## src/rtl/sponge_ctrl.sv

```systemverilog
// Keccak sponge control FSM: sequences absorb, permute and squeeze for one message at a time.
// Define SPONGE_XOF_STREAM_EN for unbounded XOF squeeze (out_len = 0) ended by squeeze_stop.
module sponge_ctrl #(
  parameter  int NUM_ROUNDS       = 24,
  parameter  int ROUNDS_PER_CYCLE = 1,
  parameter  int LEN_W            = 16,
  parameter  int MODE_W           = 2,
  localparam int CYCLES           = NUM_ROUNDS / ROUNDS_PER_CYCLE,
  localparam int RIDX_W           = $clog2(NUM_ROUNDS)
) (
  input  logic              clk,
  input  logic              rst,
  input  logic              in_valid,
  input  logic              in_last,
  output logic              in_ready,
  input  logic [MODE_W-1:0] mode,
  input  logic [LEN_W-1:0]  out_len,
  output logic              out_valid,
  output logic              out_last,
  input  logic              out_ready,
  input  logic              squeeze_stop,
  output logic              absorb_en,
  output logic              round_en,
  output logic [RIDX_W-1:0] round_idx,
  output logic              state_clear,
  output logic [MODE_W-1:0] mode_q,
  output logic              busy,
  output logic              done
);

  localparam int CNT_W = (CYCLES > 1) ? $clog2(CYCLES) : 1;

  if ((NUM_ROUNDS % ROUNDS_PER_CYCLE) != 0) begin : g_bad_rounds_per_cycle
    $error("ROUNDS_PER_CYCLE must divide NUM_ROUNDS");
  end

  typedef enum logic [2:0] {
    S_INIT, S_IDLE, S_PERMUTE, S_WAIT, S_OUTPUT, S_SQUEEZE
  } state_t;

  state_t            r_state, w_state_nxt;
  logic [CNT_W-1:0]  r_cnt;
  logic [LEN_W-1:0]  r_blocks_left;
  logic              r_last;
  logic [MODE_W-1:0] r_mode;
  logic              w_accept, w_out_hs, w_cnt_end, w_out_last;
  logic [RIDX_W-1:0] w_ridx;

  assign w_accept  = in_valid & ((r_state == S_IDLE) | (r_state == S_WAIT));
  assign w_out_hs  = out_ready & (r_state == S_OUTPUT);
  assign w_cnt_end = (r_cnt == CNT_W'(CYCLES - 1));
  assign w_ridx    = RIDX_W'(r_cnt * ROUNDS_PER_CYCLE);
  assign mode_q    = r_mode;

`ifdef SPONGE_XOF_STREAM_EN
  logic r_xof, r_stop;
  // An unbounded stream only ends once a stop request has been latched.
  assign w_out_last = r_xof ? r_stop : (r_blocks_left == LEN_W'(1));
`else
  logic w_unused;
  assign w_unused   = squeeze_stop;
  assign w_out_last = (r_blocks_left == LEN_W'(1));
`endif

  // NOTE: every output gets a default before the case so no path can infer a latch.
  always_comb begin
    w_state_nxt = r_state;
    in_ready    = 1'b0;
    absorb_en   = 1'b0;
    round_en    = 1'b0;
    round_idx   = '0;
    state_clear = 1'b0;
    out_valid   = 1'b0;
    out_last    = 1'b0;
    busy        = 1'b0;
    done        = 1'b0;
    case (r_state)
      S_INIT: begin
        state_clear = 1'b1;
        w_state_nxt = S_IDLE;
      end
      S_IDLE: begin
        in_ready  = 1'b1;
        absorb_en = w_accept;
        if (w_accept) w_state_nxt = S_PERMUTE;
      end
      S_PERMUTE: begin
        round_en  = 1'b1;
        round_idx = w_ridx;
        busy      = 1'b1;
        if (w_cnt_end) w_state_nxt = r_last ? S_OUTPUT : S_WAIT;
      end
      S_WAIT: begin
        in_ready  = 1'b1;
        busy      = 1'b1;
        absorb_en = w_accept;
        if (w_accept) w_state_nxt = S_PERMUTE;
      end
      S_OUTPUT: begin
        out_valid = 1'b1;
        out_last  = w_out_last;
        busy      = 1'b1;
        if (w_out_hs) begin
          if (w_out_last) begin
            done        = 1'b1;
            state_clear = 1'b1;
            w_state_nxt = S_IDLE;
          end else begin
            w_state_nxt = S_SQUEEZE;
          end
        end
      end
      S_SQUEEZE: begin
        round_en  = 1'b1;
        round_idx = w_ridx;
        busy      = 1'b1;
        if (w_cnt_end) w_state_nxt = S_OUTPUT;
      end
      default: w_state_nxt = S_INIT;
    endcase
  end

  // NOTE: sequential state uses non-blocking assignments so every register samples pre-edge values.
  always_ff @(posedge clk or posedge rst) begin
    if (rst) begin
      r_state       <= S_INIT;
      r_cnt         <= '0;
      r_blocks_left <= '0;
      r_last        <= 1'b0;
      r_mode        <= '0;
`ifdef SPONGE_XOF_STREAM_EN
      r_xof         <= 1'b0;
      r_stop        <= 1'b0;
`endif
    end else begin
      r_state <= w_state_nxt;
      if ((r_state == S_PERMUTE) || (r_state == S_SQUEEZE))
        r_cnt <= w_cnt_end ? '0 : r_cnt + 1'b1;
      if (w_accept) begin
        r_last <= in_last;
        if (r_state == S_IDLE) begin
          r_mode        <= mode;
          r_blocks_left <= (out_len == '0) ? LEN_W'(1) : out_len;
          r_cnt         <= '0;
`ifdef SPONGE_XOF_STREAM_EN
          r_xof         <= (out_len == '0);
          r_stop        <= 1'b0;
`endif
        end
      end
      // An unbounded stream holds blocks_left at 1, so this guard also freezes it there.
      if (w_out_hs && !w_out_last && (r_blocks_left > LEN_W'(1)))
        r_blocks_left <= r_blocks_left - 1'b1;
`ifdef SPONGE_XOF_STREAM_EN
      if (r_xof && squeeze_stop && ((r_state == S_SQUEEZE) || (r_state == S_OUTPUT)))
        r_stop <= 1'b1;
      if (w_out_hs && w_out_last)
        r_stop <= 1'b0;
`endif
    end
  end

endmodule

```

## config.mk

```make
export PLATFORM = sky130hd
export DESIGN_NAME = sponge_ctrl
export DESIGN_NICKNAME = d
export VERILOG_FILES = /design/src/rtl/sponge_ctrl.sv
export SDC_FILE = /design/constraint.sdc
export NUM_CORES = 1
export LEC_CHECK = 0
export BUFFER_PORTS_ARGS = -buffer_cell sky130_fd_sc_hd__buf_2
export CORE_MARGIN = 2
export CORE_UTILIZATION = 60
export CTS_BUF_LIST = sky130_fd_sc_hd__clkbuf_4
export CTS_CLUSTER_DIAMETER = 50
export DETAILED_ROUTE_END_ITERATION = 12
export HOLD_SLACK_MARGIN = 0.08
export PLACE_DENSITY = 0.93
export SYNTH_ARGS = -nofsm -noshare
export SYNTH_HDL_FRONTEND = slang
export SYNTH_SLANG_ARGS = --single-unit
```

## constraint.sdc

```tcl
create_clock -name clk -period 7.2 [get_ports clk]
set_clock_uncertainty 0.15 [all_clocks]
set_input_delay 1.44 -clock clk [delete_from_list [all_inputs] [get_ports clk]]
set_output_delay 1.44 -clock clk [all_outputs]
set_load 0.05 [all_outputs]
```

==> reports/qor.txt <==
status - complete, no violations
Crit Path Category - flop to output port
fin crit period - 4500 ps
top post-synthesis cells by area - dfrtp_1 38%, nand2_1 4.5%, nor2_1 4.5%
Layout area overhead - 12.4%
Num CTS Buffers - 3
# nets final - 267
Post-synth top cells - 27 x dfrtp_1, 21 x nand2_1, 21 x nor2_1, 9 x clkbuf_1, 9 x inv_1
Worst setup SP type - flop
NetSw - 409 µW
worst hold path class - flop to flop
GRT Overall Usage - 26.6%
Die X - 58.1 µm
reg-to-reg slack, setup - 4220 ps
Reg clk slew, reported paths - 160 ps
crit end category - output port
Iter 0 DRT Violations - 78
height of the chip - 58.1 µm
top-count cell post-synth - dfrtp_1
FF-to-FF End - r_blocks_left[4]
R2R Path Start - r_blocks_left[9]
area share of the largest cell type after synthesis - 38.5%
combinational group share of total power - 52.1%
synthesis warning total - 0
initial antenna violation count - 0
full die area - 3370 µm²
sequential share of power - 39.0%
root buf cell - clkbuf_4
first-pass GRT wire length - 6970 µm
ANT nets after route - 0
internal power - 390 µW
Peak Freq - 0.222 GHz
CP Buf/Inv Count - 1
largest net degree at the start of global routing - 28
sequential area share after synthesis - 38.5%
crit-path most repeated cell - or4_1
Hold Buf Count CTS - 0
CP max stage cell - or4_1
share of the clock period used by the worst path - 62.4%
area leader, netlist - dfrtp_1
Hold Path Depth - 2
number of setup buffers added after CTS - 0
max_slew headroom - 30.0%
Layout fillers - 213
I/O pin cnt - 39
ratio of cells with drive above 1 in the final layout - 23.1%
Sw Share - 51.2%
placer congestion estimate - 0.825
clk_lat worst skew - 340 ps
diode count - 0
number of synthesized flops with an enable pin - 0
CTS tree - built
Crit path largest cell delay - 710 ps
Synth async-reset ratio - 100%
I/O Buffers - 37
RSZ-0062 raised after global routing - no
Via Count - 1760
peak supply drop - 0.354 mV
per-cell routed wire length - 15.8 µm
Setup violations, final - 0
hold_sp - mode_q[0]
Mapped Nets - 235
clock power share - 8.8%
Vias/cell - 6.54
drt pass-1 iters - 4
clock buffer depth - 2
Total Power - 799 µW
Primary FF master, synth - dfrtp_1
setup TNS - 0 ps
CP Cell Sequence - or4_1 > or4_1 > nor2_1 > nand2_1 > a211oi_1 > buf_2
WP data required - 5610 ps
vias in the first global route - 1649
post-synthesis cell count - 207
gr ovfl total - 0
Yosys cell types - 46
# H-tree levels - 1
Final Util - 71.6%
synthesized area per cell - 8.48 µm²
row count - 19
Starting Density - 63.7%
flops & latches, synth - 27
endpoint arrival time on the critical path - 2910 ps
core footprint - 2760 µm²
post-DP HPWL - 3060 µm
Netlist Area Pre-Place - 1760 µm²
# DRC - 0
WHS Endpoint - mode_q[0]
Pins Over Slew Limit - 0
post-CTS sizing - 0
Detailed Route WL - 4250 µm
P per Cell Area - 405 nW/µm²
Max Cap Viol - 0
Leakage - 0.000885 µW
Hold Fails Final Rpt - 0
Worst Path Max Fanout - 9
Worst Reg-to-Reg Cells - 5
crit-path leading delay family - simple AND/OR/NAND/NOR gates
clk sinks - 27
Worst-Margin Slew - 1050 ps
==> routing by layer <==
layer	vias up	routed length (µm)	GRT usage [%]
met1	843	1780	32.6
met2	77	2120	44.0
met5	-	0	0
met4	0	105	16.3
li1	827	-	-
met3	13	250	3.79
==> worst min-delay path, cell delays in order, from the launching register on <==
cell	delay (ps)
dfrtp_1	380
nand2_1	50
nand2_1	60
==> power by group through the flow <==
stage          Sequential, µW  Clock [µW]  Combinational (µW)
2_1_floorplan             296           0                 333
3_3_place_gp              304           0                 400
3_5_place_dp              310           0                 415
4_1_cts                   307        69.0                 416
5_1_grt                   322        77.5                 455
6_report                  312        70.6                 417
==> stage by stage <==
stage	setup WS [ps]	hold slack [ps]	cells	area, µm²
4_1_cts	2730	354	269	1970
3_5_place_dp	3130	317	265	1950
6_report	2700	352	269	1970
3_3_place_gp	3130	308	265	1950
2_1_floorplan	2560	335	207	1760
5_1_grt	2570	382	269	1970
==> sequential cells by signal (all words and copies together), names as in the netlist <==
name	flops
r_cnt	5
r_state	3
r_blocks_left	16
mode_q	2
r_last	1
==> layout by cell type (no fill, tap or decap), drive strengths merged, types with 2 or more instances in the layout <==
cell type  instances
nor3               7
nand3              8
nor2              21
nor4               8
and2               7
nor4bb             2
o311ai             2
clkbuf             3
mux2i              3
mux2               3
dfrtp             27
o31a               2
o221ai             2
buf               39
nand4              3
or2                3
o211ai             6
inv                9
o21ai             10
o31ai              3
o32ai              2
or4                5
o22ai              4
a21oi             10
nor2b              4
nand2b             2
or3                6
nand2             21
and3               2
ha                 4
==> area by class of cell <==
class / instances / area (µm²) / share of cell area [%]
Multi-Input combinational cell: 159 / 997 / 50.5
Sequential cell: 27 / 676 / 34.2
Clock buffer: 3 / 22.5 / 1.14
Clock inverter: 1 / 5.00 / 0.254
Timing Repair Buffer: 39 / 200 / 10.1
Inverter: 9 / 33.8 / 1.71
Tap cell: 31 / 38.8 / 1.97
==> how the worst max path moves through the flow <==
stage	startpoint	endpoint	slack, ps	cells past startpoint
final	r_blocks_left[9]	state_clear	2700	6
after global routing	r_blocks_left[9]	state_clear	2570	6
after CTS	r_blocks_left[9]	state_clear	2730	6
after global placement	r_blocks_left[9]	state_clear	3130	6
after floorplan	r_blocks_left[9]	state_clear	2560	7
after detailed placement	r_blocks_left[9]	state_clear	3130	6
==> kinds of logic (layout without fill, tap and decap cells) <==
group / after synthesis / count (layout) / share of synthesized area, %
mux: 6 / 6 / 3.63
flops: 27 / 27 / 38.5
buf+inv: 21 / 52 / 5.06
compound gates: 46 / 46 / 18.7
simple gates: 102 / 102 / 30.8
fa+ha+maj: 4 / 4 / 2.85
xor+xnor: 1 / 1 / 0.499
No activity file was read; power rests on OpenSTA's default activity.
